--- src/rtl/pipeline_hazard_ctrl_if.sv ---
// Handshake bundle between the hazard unit and the pipeline load/flush controller.
// The master side drives hazard requests; the slave side drives register enables.
interface pipeline_hazard_ctrl_if #(
  parameter int CNT_W = 16
);
  logic             ld_use_haz;
  logic             br_taken;
  logic             mem_ready;
  logic             halt_req;
  logic             pc_load;
  logic             ifid_load;
  logic             idex_load;
  logic             exmem_load;
  logic             memwb_load;
  logic             ifid_flush;
  logic             idex_flush;
  logic             exmem_flush;
  logic             halted;
  logic [CNT_W-1:0] stall_cnt;

  modport master (
    output ld_use_haz, br_taken, mem_ready, halt_req,
    input  pc_load, ifid_load, idex_load, exmem_load, memwb_load,
    input  ifid_flush, idex_flush, exmem_flush, halted, stall_cnt
  );

  modport slave (
    input  ld_use_haz, br_taken, mem_ready, halt_req,
    output pc_load, ifid_load, idex_load, exmem_load, memwb_load,
    output ifid_flush, idex_flush, exmem_flush, halted, stall_cnt
  );
endinterface

--- src/rtl/pipeline_hazard_ctrl.sv ---
// Pipeline register load/flush sequencer: stalls, squashes, memory waits
// and halt-with-drain, plus a saturating stall-cycle counter.
module pipeline_hazard_ctrl #(
  parameter int DRAIN_CYCLES = 3,
  parameter int CNT_W        = 16
) (
  input  logic                   clk,
  input  logic                   rst,
  pipeline_hazard_ctrl_if.slave  bus
);

  typedef enum logic [1:0] {
    RUN,
    MEMWAIT,
    DRAIN,
    HALT
  } state_e;

  state_e           state_q, state_d;
  logic [3:0]       drain_q, drain_d;
  logic             halted_q, halted_d;
  logic [CNT_W-1:0] stall_q, stall_d;

  // {pc, ifid, idex, exmem, memwb} and {ifid, idex, exmem}
  logic [4:0] ld_c;
  logic [2:0] fl_c;

  always_comb begin
    state_d = state_q;
    drain_d = drain_q;
    ld_c    = 5'b00000;
    fl_c    = 3'b000;
    unique case (state_q)
      RUN, MEMWAIT: begin
        if (!bus.mem_ready) begin
          state_d = MEMWAIT;
        end else if (bus.br_taken) begin
          ld_c    = 5'b11111;
          fl_c    = 3'b111;
          state_d = RUN;
        end else if (bus.halt_req) begin
          ld_c    = 5'b01111;
          fl_c    = 3'b100;
          state_d = DRAIN;
          drain_d = 4'(DRAIN_CYCLES - 1);
        end else if (bus.ld_use_haz) begin
          ld_c    = 5'b00111;
          fl_c    = 3'b010;
          state_d = RUN;
        end else begin
          ld_c    = 5'b11111;
          state_d = RUN;
        end
      end
      DRAIN: begin
        if (bus.mem_ready) begin
          ld_c = 5'b01111;
          fl_c = 3'b110;
          if (drain_q == 4'd0) state_d = HALT;
          else drain_d = drain_q - 4'd1;
        end
      end
      HALT: begin
        state_d = HALT;
      end
      default: state_d = RUN;
    endcase
  end

  assign halted_d = (state_d == HALT);
  assign stall_d  = (!ld_c[4] && stall_q != {CNT_W{1'b1}})
                  ? stall_q + 1'b1 : stall_q;

  always_ff @(posedge clk or negedge rst) begin
    if (!rst) begin
      state_q  <= RUN;
      drain_q  <= 4'd0;
      halted_q <= 1'b0;
      stall_q  <= '0;
    end else begin
      state_q  <= state_d;
      drain_q  <= drain_d;
      halted_q <= halted_d;
      stall_q  <= stall_d;
    end
  end

  // Enables are held low for the whole time reset is asserted.
  assign bus.pc_load     = rst & ld_c[4];
  assign bus.ifid_load   = rst & ld_c[3];
  assign bus.idex_load   = rst & ld_c[2];
  assign bus.exmem_load  = rst & ld_c[1];
  assign bus.memwb_load  = rst & ld_c[0];
  assign bus.ifid_flush  = rst & fl_c[2];
  assign bus.idex_flush  = rst & fl_c[1];
  assign bus.exmem_flush = rst & fl_c[0];
  assign bus.halted      = halted_q;
  assign bus.stall_cnt   = stall_q;

endmodule
--- src/flat_wrapper.sv ---
// flat-port wrapper written by rule: the top's interface ports become plain ports
module pipeline_hazard_ctrl_flat 
#(
  parameter int DRAIN_CYCLES = 3,
  parameter int CNT_W        = 16
)
  (clk, rst, bus_ld_use_haz, bus_br_taken, bus_mem_ready, bus_halt_req, bus_pc_load, bus_ifid_load, bus_idex_load, bus_exmem_load, bus_memwb_load, bus_ifid_flush, bus_idex_flush, bus_exmem_flush, bus_halted, bus_stall_cnt);
  pipeline_hazard_ctrl_if #(.CNT_W(CNT_W)) bus_i ();
  input  logic clk;
  input  logic rst;
  input wire logic [$bits(bus_i.ld_use_haz)-1:0] bus_ld_use_haz;
  input wire logic [$bits(bus_i.br_taken)-1:0] bus_br_taken;
  input wire logic [$bits(bus_i.mem_ready)-1:0] bus_mem_ready;
  input wire logic [$bits(bus_i.halt_req)-1:0] bus_halt_req;
  output wire logic [$bits(bus_i.pc_load)-1:0] bus_pc_load;
  output wire logic [$bits(bus_i.ifid_load)-1:0] bus_ifid_load;
  output wire logic [$bits(bus_i.idex_load)-1:0] bus_idex_load;
  output wire logic [$bits(bus_i.exmem_load)-1:0] bus_exmem_load;
  output wire logic [$bits(bus_i.memwb_load)-1:0] bus_memwb_load;
  output wire logic [$bits(bus_i.ifid_flush)-1:0] bus_ifid_flush;
  output wire logic [$bits(bus_i.idex_flush)-1:0] bus_idex_flush;
  output wire logic [$bits(bus_i.exmem_flush)-1:0] bus_exmem_flush;
  output wire logic [$bits(bus_i.halted)-1:0] bus_halted;
  output wire logic [$bits(bus_i.stall_cnt)-1:0] bus_stall_cnt;
  assign bus_i.ld_use_haz = bus_ld_use_haz;
  assign bus_i.br_taken = bus_br_taken;
  assign bus_i.mem_ready = bus_mem_ready;
  assign bus_i.halt_req = bus_halt_req;
  assign bus_pc_load = bus_i.pc_load;
  assign bus_ifid_load = bus_i.ifid_load;
  assign bus_idex_load = bus_i.idex_load;
  assign bus_exmem_load = bus_i.exmem_load;
  assign bus_memwb_load = bus_i.memwb_load;
  assign bus_ifid_flush = bus_i.ifid_flush;
  assign bus_idex_flush = bus_i.idex_flush;
  assign bus_exmem_flush = bus_i.exmem_flush;
  assign bus_halted = bus_i.halted;
  assign bus_stall_cnt = bus_i.stall_cnt;
  pipeline_hazard_ctrl #(.DRAIN_CYCLES(DRAIN_CYCLES), .CNT_W(CNT_W)) u_core (.clk(clk), .rst(rst), .bus(bus_i));
endmodule
--- config.mk ---
export PLATFORM = sky130hd
export DESIGN_NAME = pipeline_hazard_ctrl_flat
export DESIGN_NICKNAME = d
export VERILOG_FILES = /design/src/rtl/pipeline_hazard_ctrl_if.sv /design/src/rtl/pipeline_hazard_ctrl.sv /design/src/flat_wrapper.sv
export SDC_FILE = /design/constraint.sdc
export NUM_CORES = 1
export LEC_CHECK = 0
export CAP_MARGIN = 25
export CORE_ASPECT_RATIO = 0.8
export CORE_UTILIZATION = 49
export DETAILED_ROUTE_END_ITERATION = 10
export PLACE_DENSITY = 0.9
export SLEW_MARGIN = 40
export SYNTH_ARGS = -nofsm -noshare
export SYNTH_HDL_FRONTEND = slang
export SYNTH_SLANG_ARGS = --single-unit
--- constraint.sdc ---
create_clock -name clk -period 2.3 [get_ports clk]
set_clock_uncertainty 0.2 [all_clocks]
set_input_delay 0.23 -clock clk [delete_from_list [all_inputs] [get_ports clk]]
set_output_delay 0.23 -clock clk [all_outputs]
set_load 0.02 [all_outputs]
* Yosys cells after proc, flatten, opt, wreduce, memory -nomap -nowiden
Index checks and enable logic that the tools add are counted. Widths: inputs -> output; s select.
Operators by class: add/subtract/negate cells 2, equality and inequality tests 10, multiplexer cells 24, reductions and logical operators 7, bitwise gates (word level) 8
Operators with widths (number):
- $mux 4 | 6
- $mux 5 | 4
- $add 16x1->16 const B | 1
- $ne 16x16->1 const B | 1
- $mux 2 | 6
- $mux 3 | 4
- $ne 2x2->1 const B | 5
- $pmux 5 s2 | 1
- $and 1x1->1 | 8
- $pmux 4 s2 | 1
- $eq 2x2->1 const B | 3
- $pmux 2 s3 | 1
- $pmux 3 s2 | 1
- $reduce_and 6->1 | 1
- $logic_not 4->1 | 1
- $sub 4x1->4 const B | 1
- $eq 2x1->1 const B | 1
- $logic_not 2->1 | 1
- $reduce_bool 2->1 | 1
- $reduce_or 2->1 | 1
- $logic_and 1x1->1 | 1
- $logic_not 1->1 | 1
Storage, ports and cells: logic and storage cells 55, register bits 23, output and inout bits 25, input bits 6

* Depth between registers and ports, before layout
Gate-level depths: netlist (run 1).
word-level depth 7, mapped depth 6

* Worst setup path after synthesis (run 1)
No wires, ideal clock.
kind register -> register, start point register u_core.stall_q[0] (netlist: u_core.bus.stall_cnt[0]), end point register u_core.stall_q[14] (netlist: u_core.bus.stall_cnt[14]), path buffers 0, data required time 1972 ps, arrival 1536 ps, setup time 128 ps, cell stages (with the launch flop) 6, path slack 437 ps, path through dfrtp_1 -> ha_1 -> nand3_2 -> a21oi_2 -> nand4_1 -> mux2_1
Between the ends: longest elaborated chain between the ends 2, elaborated cells on any way between the ends 3
Ends and longest elaborated chain:
- from (decl) | line pipeline_hazard_ctrl.sv:22 | logic [CNT_W-1:0] stall_q, stall_d;
- from (signal assigned) | line pipeline_hazard_ctrl.sv:84 | stall_q <= stall_d;
- parallel branches: the longest is 2 deep, another holds $add 16x1->16
Parallel ways; which one is timed is not known. A chain may end at the register's enable or synchronous reset.

* Worst setup path in the final report (run 1)
start point register u_core.state_q[1], end point output bus_memwb_load
Between the ends: longest elaborated chain between the ends 4, elaborated cells on any way between the ends 6
Ends and longest elaborated chain:
- from (decl) | line pipeline_hazard_ctrl.sv:19 | state_e state_q, state_d;
- from (signal assigned) | line pipeline_hazard_ctrl.sv:81 | state_q <= state_d;
- $eq 2x1->1 or $logic_not 2->1 (tied branches) | line pipeline_hazard_ctrl.sv:33 | unique case (state_q)
- $reduce_or 2->1 | line pipeline_hazard_ctrl.sv:33
- $pmux 5 s2 (*) | line pipeline_hazard_ctrl.sv:33
- $and 1x1->1 (*) | line pipeline_hazard_ctrl.sv:93 | assign bus.memwb_load = rst & ld_c[0];
- to (decl) | line flat_wrapper.sv:19 | output wire logic [$bits(bus_i.memwb_load)-1:0] bus_memwb_load;
Every way passes the cells marked *; elsewhere a longest branch is shown, timed or not.

==> results of run 1 <==
## power groups by stage
stage               logic [mW]  registers [mW]  clock network (mW)
global route             0.792           0.745               0.210
detailed placement       0.731           0.730                   0
finish                   0.724           0.722               0.189
floorplan                0.332           0.806                   0
global placement         0.701           0.716                   0
CTS                      0.731           0.722               0.192
## registers in the layout, indices dropped and copies added, names as in the netlist
register,cells
u_core.bus.stall_cnt,16
u_core.drain_q,4
u_core.state_q,2
u_core.bus.halted,1
## synthesized netlist by cell type (all sizes together)
cell type / instances / area share (%)
o21bai: 1 / 1.5
nand3b: 1 / 0.58
nand3: 7 / 3.1
and3: 5 / 2.5
nand4b: 1 / 0.68
mux2: 4 / 3.5
o211ai: 3 / 1.8
a211oi: 2 / 2.1
nor2: 4 / 1.8
o21ai: 2 / 0.78
a31oi: 4 / 1.9
buf: 2 / 1.2
a21oi: 9 / 4.1
nor3: 2 / 0.78
xor2: 4 / 2.7
and2: 3 / 1.9
nor2b: 3 / 2.0
nand2: 7 / 2.0
nand2b: 1 / 0.49
a2111oi: 2 / 2.3
nor3b: 2 / 1.2
nand4: 4 / 3.6
and4: 2 / 1.4
or4: 1 / 0.58
o21a: 1 / 0.58
dfrtp: 23 / 45
ha: 3 / 2.9
xnor2: 6 / 4.1
inv: 5 / 1.5
or3: 1 / 0.49
a21o: 2 / 1.2
## layer usage
layer | vias to the layer above | GRT usage (%) | routed length, µm
li1 | 503 | - | -
met1 | 506 | 26.0 | 1200
met2 | 13 | 39.3 | 1450
met3 | 2 | 6.76 | 65
met4 | 0 | 7.14 | 6
met5 | - | 0 | 0
## final cells by class
class                   instances  area, µm²
flip-flops and latches         23        577
repair buffers                 33        328
clock inverters                 1       5.00
multi-input cells              87        676
clock buffers                   3       22.5
inverters                       5       18.8
well taps                      36       45.0
fillers                       196        791
## kinds of logic (layout without fill, tap and decap cells)
logic type               Yosys count  in the layout  share of synthesized area (%)
XOR/XNOR                          10             10                           6.82
AND/OR/NAND/NOR                   44             44                           23.1
multiplexers                       4              4                           3.51
flip-flops                        23             23                           44.8
adder cells (fa/ha/maj)            3              3                           2.92
AO/OA/AOI/OAI                     26             26                           16.3
buffers and inverters              7             42                           2.63
## per-stage QoR
step	setup WS (ns)	instance area, µm²	util, %
6_report	0.0852	1670	67.9
3_5_place_dp	0.0772	1640	66.5
5_1_grt	0.000979	1670	67.9
2_1_floorplan	0.437	1280	-
4_1_cts	0.00835	1660	67.5
3_3_place_gp	0.155	1640	66.5
## final timing paths
path / startpoint / end / slack (ns) / cells past startpoint
hold / removal: rst / u_core.bus.stall_cnt[4]$_DFFE_PN0P_ / 0.07 / 2
setup / recovery: u_core.state_q[1]$_DFF_PN0_ / bus_memwb_load / 0.09 / 4
hold reg to reg: u_core.bus.stall_cnt[11]$_DFFE_PN0P_ / u_core.bus.stall_cnt[11]$_DFFE_PN0P_ / 0.31 / 1
setup reg to reg: u_core.bus.stall_cnt[0]$_DFFE_PN0P_ / u_core.bus.stall_cnt[14]$_DFFE_PN0P_ / 0.37 / 5
max in group asynchronous: rst / u_core.bus.stall_cnt[1]$_DFFE_PN0P_ / 1.56 / 2
min in group clk: u_core.bus.stall_cnt[11]$_DFFE_PN0P_ / u_core.bus.stall_cnt[11]$_DFFE_PN0P_ / 0.31 / 1
==> out/summary.md, run 1 <==
Timing
- 0.0731 ns — final hold slack
- 0 — final setup violation count
- 0 ns — total negative slack for setup checks
- 0.470 ns — worst slew pin tran
- 2.21 ns — final critical-path required period
- 68.6% — max_slew headroom
- 0 — Slew Limit Fails
- 0 — Hold Vio Cnt, Final
- 452 MHz — highest attainable clock frequency
- 96.3% — ratio of final minimum period to clock period
- no — setup repair after global routing missed its margin

Power and ir drop
- 44.3% — logic gate share of total power
- 0.747 nW — total leakage power
- 534 µV — worst vdd ir
- 0.686 mW — net switching power
- 1.63 mW — overall power consumption
- 42.0% — switching share of power
- 44.1% — sequential group share of total power
- 0.949 mW — internal power summed over all cells
- 978 mW/mm² — power per cell area
- 11.6% — power share of the clock group

Synthesis
- 44.8% — sequential fraction of the synthesis area
- 0.00128 mm² — post-synthesis instance area
- 126 — Net Count, Synth
- 23 — register bit total from synthesis
- 0 — Synth warnings
- 11.0 µm² — per-instance average area after synthesis
- 40 — post-synthesis cell type count
- 117 — instance count of the mapped netlist

Setup path
- 0.61 ns — peak per-stage delay on the critical path
- 1.87 ns — worst path required time
- 2 — CP Buf/Inv Count
- nand2_1 > nand3_1 > inv_1 > clkdlybuf4s50_1 — Critical Path, Cell by Cell
- 7 — Max Fanout on Critical Path
- register to primary output — classification of the worst setup path
- primary output — kind of capture point of the worst setup path
- sky130_fd_sc_hd__clkdlybuf4s50_1 — cell with the biggest individual delay on the critical path
- 1.78 ns — endpoint arrival time on the critical path
- buffers and inverters — Top Family by Delay on Critical Path
- register — type of origin of the critical path

Routing
- 1024 — via count of the routed design
- 0 — Routed Antenna Nets
- 5.45 — via count normalized by instance count
- 2.73 mm — total wire length after detailed routing
- 31 — initial drt markers
- 0 — DRC violations left
- 14.5 µm — routed length per placed instance
- 4 — number of detailed-routing iterations run before antenna repair

Place
- 184 — Post-Place Cells
- 30 — count of input and output buffers
- 2.12 mm — estimated wirelength of the detail-placed design
- 0.737 — Placer Congestion

Clocking
- 0.13 ns — clock slew at reported path FFs
- 2 — number of gates resized after cts
- 0 — number of buffers added to fix hold violations after cts
- 3 — clock buffer count from CTS
- 23 — number of sinks handled by clock tree synthesis
- 0 — buffer count from post-CTS setup fixing
- 0.32 ns — clock insertion delay at the later pin of the skew report
- 2 — Max Buffers Root-to-Sink
- built — clock tree from TritonCTS
- 1 — number of levels the H-tree was split into
- sky130_fd_sc_hd__clkbuf_4 — Clock Root Buffer

Run status
- completed — status

Min path
- input pin to async pin — Hold Path Class

Layout
- sky130_fd_sc_hd__clkdlybuf4s50_1 — most common cell after layout, fill and taps aside
- 25 x sky130_fd_sc_hd__clkdlybuf4s50_1, 22 x sky130_fd_sc_hd__dfrtp_1, 7 x sky130_fd_sc_hd__a21oi_1, 7 x sky130_fd_sc_hd__nand2_1 — most used cells in the layout excluding fill and tap cells
- 188 — Layout Cells excl Fill
- 30.1% — Synth-to-Final Area Change
- 14.5% — share of post-route cells with drive strength above 1
- 162 — post-layout net count
- 0 — number of inserted diodes

Floorplan
- 0.00283 mm² — Die Footprint
- 16 — site row count
- 0.00246 mm² — total core area
- 31 — Top-Level Pins
- 47.8 µm — DIE HEIGHT
- 59.3 µm — die width
- 52.2% — effective utilization at floorplan

GRT
- 22.0% — Total GRT Usage
- 4.43 mm — first-pass GRT wire length
- 0 — initial antenna violation count
- 980 — via count of the first global-routing pass
- 0 — remaining global-route overflow
- 20 — pin count of the biggest net entering global routing

Run
- 0 — maxcap violations

Power figures use the tool's default switching activity.
==> run 2: changes to the inputs <==
- CTS_BUF_LIST: not set -> sky130_fd_sc_hd__clkbuf_16
- SLEW_MARGIN: 40 -> 10
==> run 2 against run 1 <==
Sequential cell count unchanged. Fmax grew 0.32%. Hold slack better by 0.067 ns. Global-route usage unchanged. Utilization up 2.1 points. Largest cell class unchanged. Largest power group unchanged. Highest routed layer unchanged.
==> out/summary.md, run 2 (synthesis gave the netlist of run 1 again) <==
Clocking
- sky130_fd_sc_hd__clkbuf_16 — Clock Root Buffer, was sky130_fd_sc_hd__clkbuf_4
- 23 — number of sinks handled by clock tree synthesis, unchanged
- 1 — number of levels the H-tree was split into, unchanged
- 3 — clock buffer count from CTS, unchanged
- 0.26 ns — clock insertion delay at the later pin of the skew report, was 0.32 ns
- 0 — number of buffers added to fix hold violations after cts, unchanged
- built — clock tree from TritonCTS, unchanged
- 0.06 ns — clock slew at reported path FFs, was 0.13 ns
- 0 — buffer count from post-CTS setup fixing, unchanged
- 2 — Max Buffers Root-to-Sink, unchanged

Setup path
- 0.60 ns — peak per-stage delay on the critical path, was 0.61 ns
- input pin to primary output — classification of the worst setup path, was register to primary output
- sky130_fd_sc_hd__clkdlybuf4s50_1 — most numerous cell on the critical path
- input pin — type of origin of the critical path, was register
- 1.78 ns — endpoint arrival time on the critical path, about the same
- 2 — CP Buf/Inv Count, unchanged
- sky130_fd_sc_hd__clkdlybuf4s50_1 — cell with the biggest individual delay on the critical path, unchanged
- 5 — Max Fanout on Critical Path, was 7
- primary output — kind of capture point of the worst setup path, unchanged
- 1.87 ns — worst path required time, about the same
- buffers and inverters — Top Family by Delay on Critical Path, unchanged
- clkdlybuf4s50_1 > o21bai_4 > and3_1 > clkdlybuf4s50_1 — Critical Path, Cell by Cell, was nand2_1 > nand3_1 > inv_1 > clkdlybuf4s50_1

Timing
- 0.140 ns — final hold slack, was 0.0731 ns
- 0 — Slew Limit Fails, unchanged
- 453 MHz — highest attainable clock frequency, was 452 MHz
- 0 — Hold Vio Cnt, Final, unchanged
- 0 — final setup violation count, unchanged
- 96.0% — ratio of final minimum period to clock period, was 96.3%
- 2.21 ns — final critical-path required period, about the same
- no — setup repair after global routing missed its margin, unchanged
- 0 ns — total negative slack for setup checks, unchanged
- 0.473 ns — worst slew pin tran, was 0.470 ns
- 68.4% — max_slew headroom, was 68.6%

GRT
- 22.0% — Total GRT Usage, unchanged
- 0 — initial antenna violation count, unchanged
- 20 — pin count of the biggest net entering global routing, unchanged
- 0 — remaining global-route overflow, unchanged
- 4.44 mm — first-pass GRT wire length, was 4.43 mm
- 993 — via count of the first global-routing pass, was 980

Place
- 30 — count of input and output buffers, unchanged
- 0.737 — Placer Congestion, unchanged
- 0.00164 mm² — post-placement cell area, unchanged
- 2.12 mm — estimated wirelength of the detail-placed design, unchanged

Floorplan
- 59.3 µm — die width, unchanged
- 0.00283 mm² — Die Footprint, unchanged
- 16 — site row count, unchanged
- 0.00246 mm² — total core area, unchanged
- 31 — Top-Level Pins, unchanged
- 52.2% — effective utilization at floorplan, unchanged
- 47.8 µm — DIE HEIGHT, unchanged

Power and ir drop
- 1060 mW/mm² — power per cell area, was 978 mW/mm²
- 666 µV — worst vdd ir, was 534 µV
- 0.743 nW — total leakage power, was 0.747 nW

Layout
- 13.8% — share of post-route cells with drive strength above 1, was 14.5%
- 0.00172 mm² — final std cell area, no fill, was 0.00167 mm²
- 0 — number of inserted diodes, unchanged
- 186 — number of filler instances in the final layout, was 196
- 16 — max reg flops, unchanged
- 34.1% — Synth-to-Final Area Change, was 30.1%
- sky130_fd_sc_hd__clkdlybuf4s50_1 — most common cell after layout, fill and taps aside, unchanged
- 28 x sky130_fd_sc_hd__clkdlybuf4s50_1, 23 x sky130_fd_sc_hd__dfrtp_1, 7 x sky130_fd_sc_hd__a21oi_1, 7 x sky130_fd_sc_hd__nand2_1 — most used cells in the layout excluding fill and tap cells, was 25 x sky130_fd_sc_hd__clkdlybuf4s50_1, 22 x sky130_fd_sc_hd__dfrtp_1, 7 x sky130_fd_sc_hd__a21oi_1, 7 x sky130_fd_sc_hd__nand2_1
- 162 — post-layout net count, unchanged

Min path
- input pin to async pin — Hold Path Class, unchanged

Routing
- 0 — Routed Antenna Nets, unchanged
- 14.7 µm — routed length per placed instance, was 14.5 µm
- 4 — number of detailed-routing iterations run before antenna repair, unchanged
- 5.39 — via count normalized by instance count, was 5.45
- 1014 — via count of the routed design, was 1024
- 0 — DRC violations left, unchanged
- 2.76 mm — total wire length after detailed routing, was 2.73 mm
- 22 — initial drt markers, was 31

Run
- 0 — maxcap violations, unchanged

Run status
- completed — status, unchanged

## run 2: what timing repair did
action,4_1_cts,5_1_grt
endpoints found under the hold margin,0,0
endpoints found under the setup margin,0,2
resized for setup,0,2
## run 2: power breakdown
part	internal, mW	switching [mW]
Clock	0.234	0.141
Combinational	0.351	0.376
Sequential	0.538	0.185
Total	1.12	0.702
## run 2: worst paths after layout
| path | cells after the start | to | slack, ns | from |
|---|---|---|---|---|
| hold reg to reg | 1 | u_core.bus.stall_cnt[11]$_DFFE_PN0P_ | 0.30 | u_core.bus.stall_cnt[11]$_DFFE_PN0P_ |
| max in group asynchronous | 2 | u_core.bus.stall_cnt[8]$_DFFE_PN0P_ | 1.49 | rst |
| hold / removal | 2 | u_core.state_q[1]$_DFF_PN0_ | 0.14 | rst |
| setup / recovery | 4 | bus_pc_load | 0.09 | bus_halt_req |
| min in group clk | 1 | u_core.bus.stall_cnt[11]$_DFFE_PN0P_ | 0.30 | u_core.bus.stall_cnt[11]$_DFFE_PN0P_ |
| setup reg to reg | 5 | u_core.bus.stall_cnt[14]$_DFFE_PN0P_ | 0.38 | u_core.bus.stall_cnt[0]$_DFFE_PN0P_ |
## run 2: metal layers
| layer | routed length, µm | global-route usage [%] | up-vias |
|---|---|---|---|
| met4 | 8 | 5.24 | 0 |
| met1 | 1210 | 25.3 | 494 |
| li1 | - | - | 503 |
| met2 | 1470 | 40.9 | 15 |
| met5 | 0 | 0 | - |
| met3 | 67 | 7.03 | 2 |
## run 2: worst reg2reg max path: cells and delay by family (launching register included)
family                     cells  cell delay, ns
and+or+nand+nor                2            0.32
muxes                          1            0.32
AOI/OAI and AO/OA              1            0.27
DFF                            1            0.45
adders and majority gates      1            0.24
## run 2: area by class of cell
| cell class | count | area, µm² | area share, % |
|---|---|---|---|
| sequential | 23 | 576 | 33.4 |
| inverter | 5 | 18.8 | 1.09 |
| clock buffer | 3 | 75.1 | 4.36 |
| clock inverter | 1 | 5.00 | 0.290 |
| multi-input combinational | 87 | 676 | 39.2 |
| timing repair buffer | 33 | 328 | 19.0 |
| tap | 36 | 45.0 | 2.61 |
## run 2: through the flow
stage | total power [mW] | worst slack, ns | utilization, % | instances
final | 1.82 | 0.0924 | 70.0 | 188
after global routing | 1.94 | 0.0213 | 70.0 | 188
after CTS | 1.84 | 0.0542 | 69.8 | 188
after detailed placement | 1.46 | 0.0772 | 66.5 | 184
after global placement | 1.42 | 0.155 | 66.5 | 184
after floorplan | 1.14 | 0.437 | - | 117
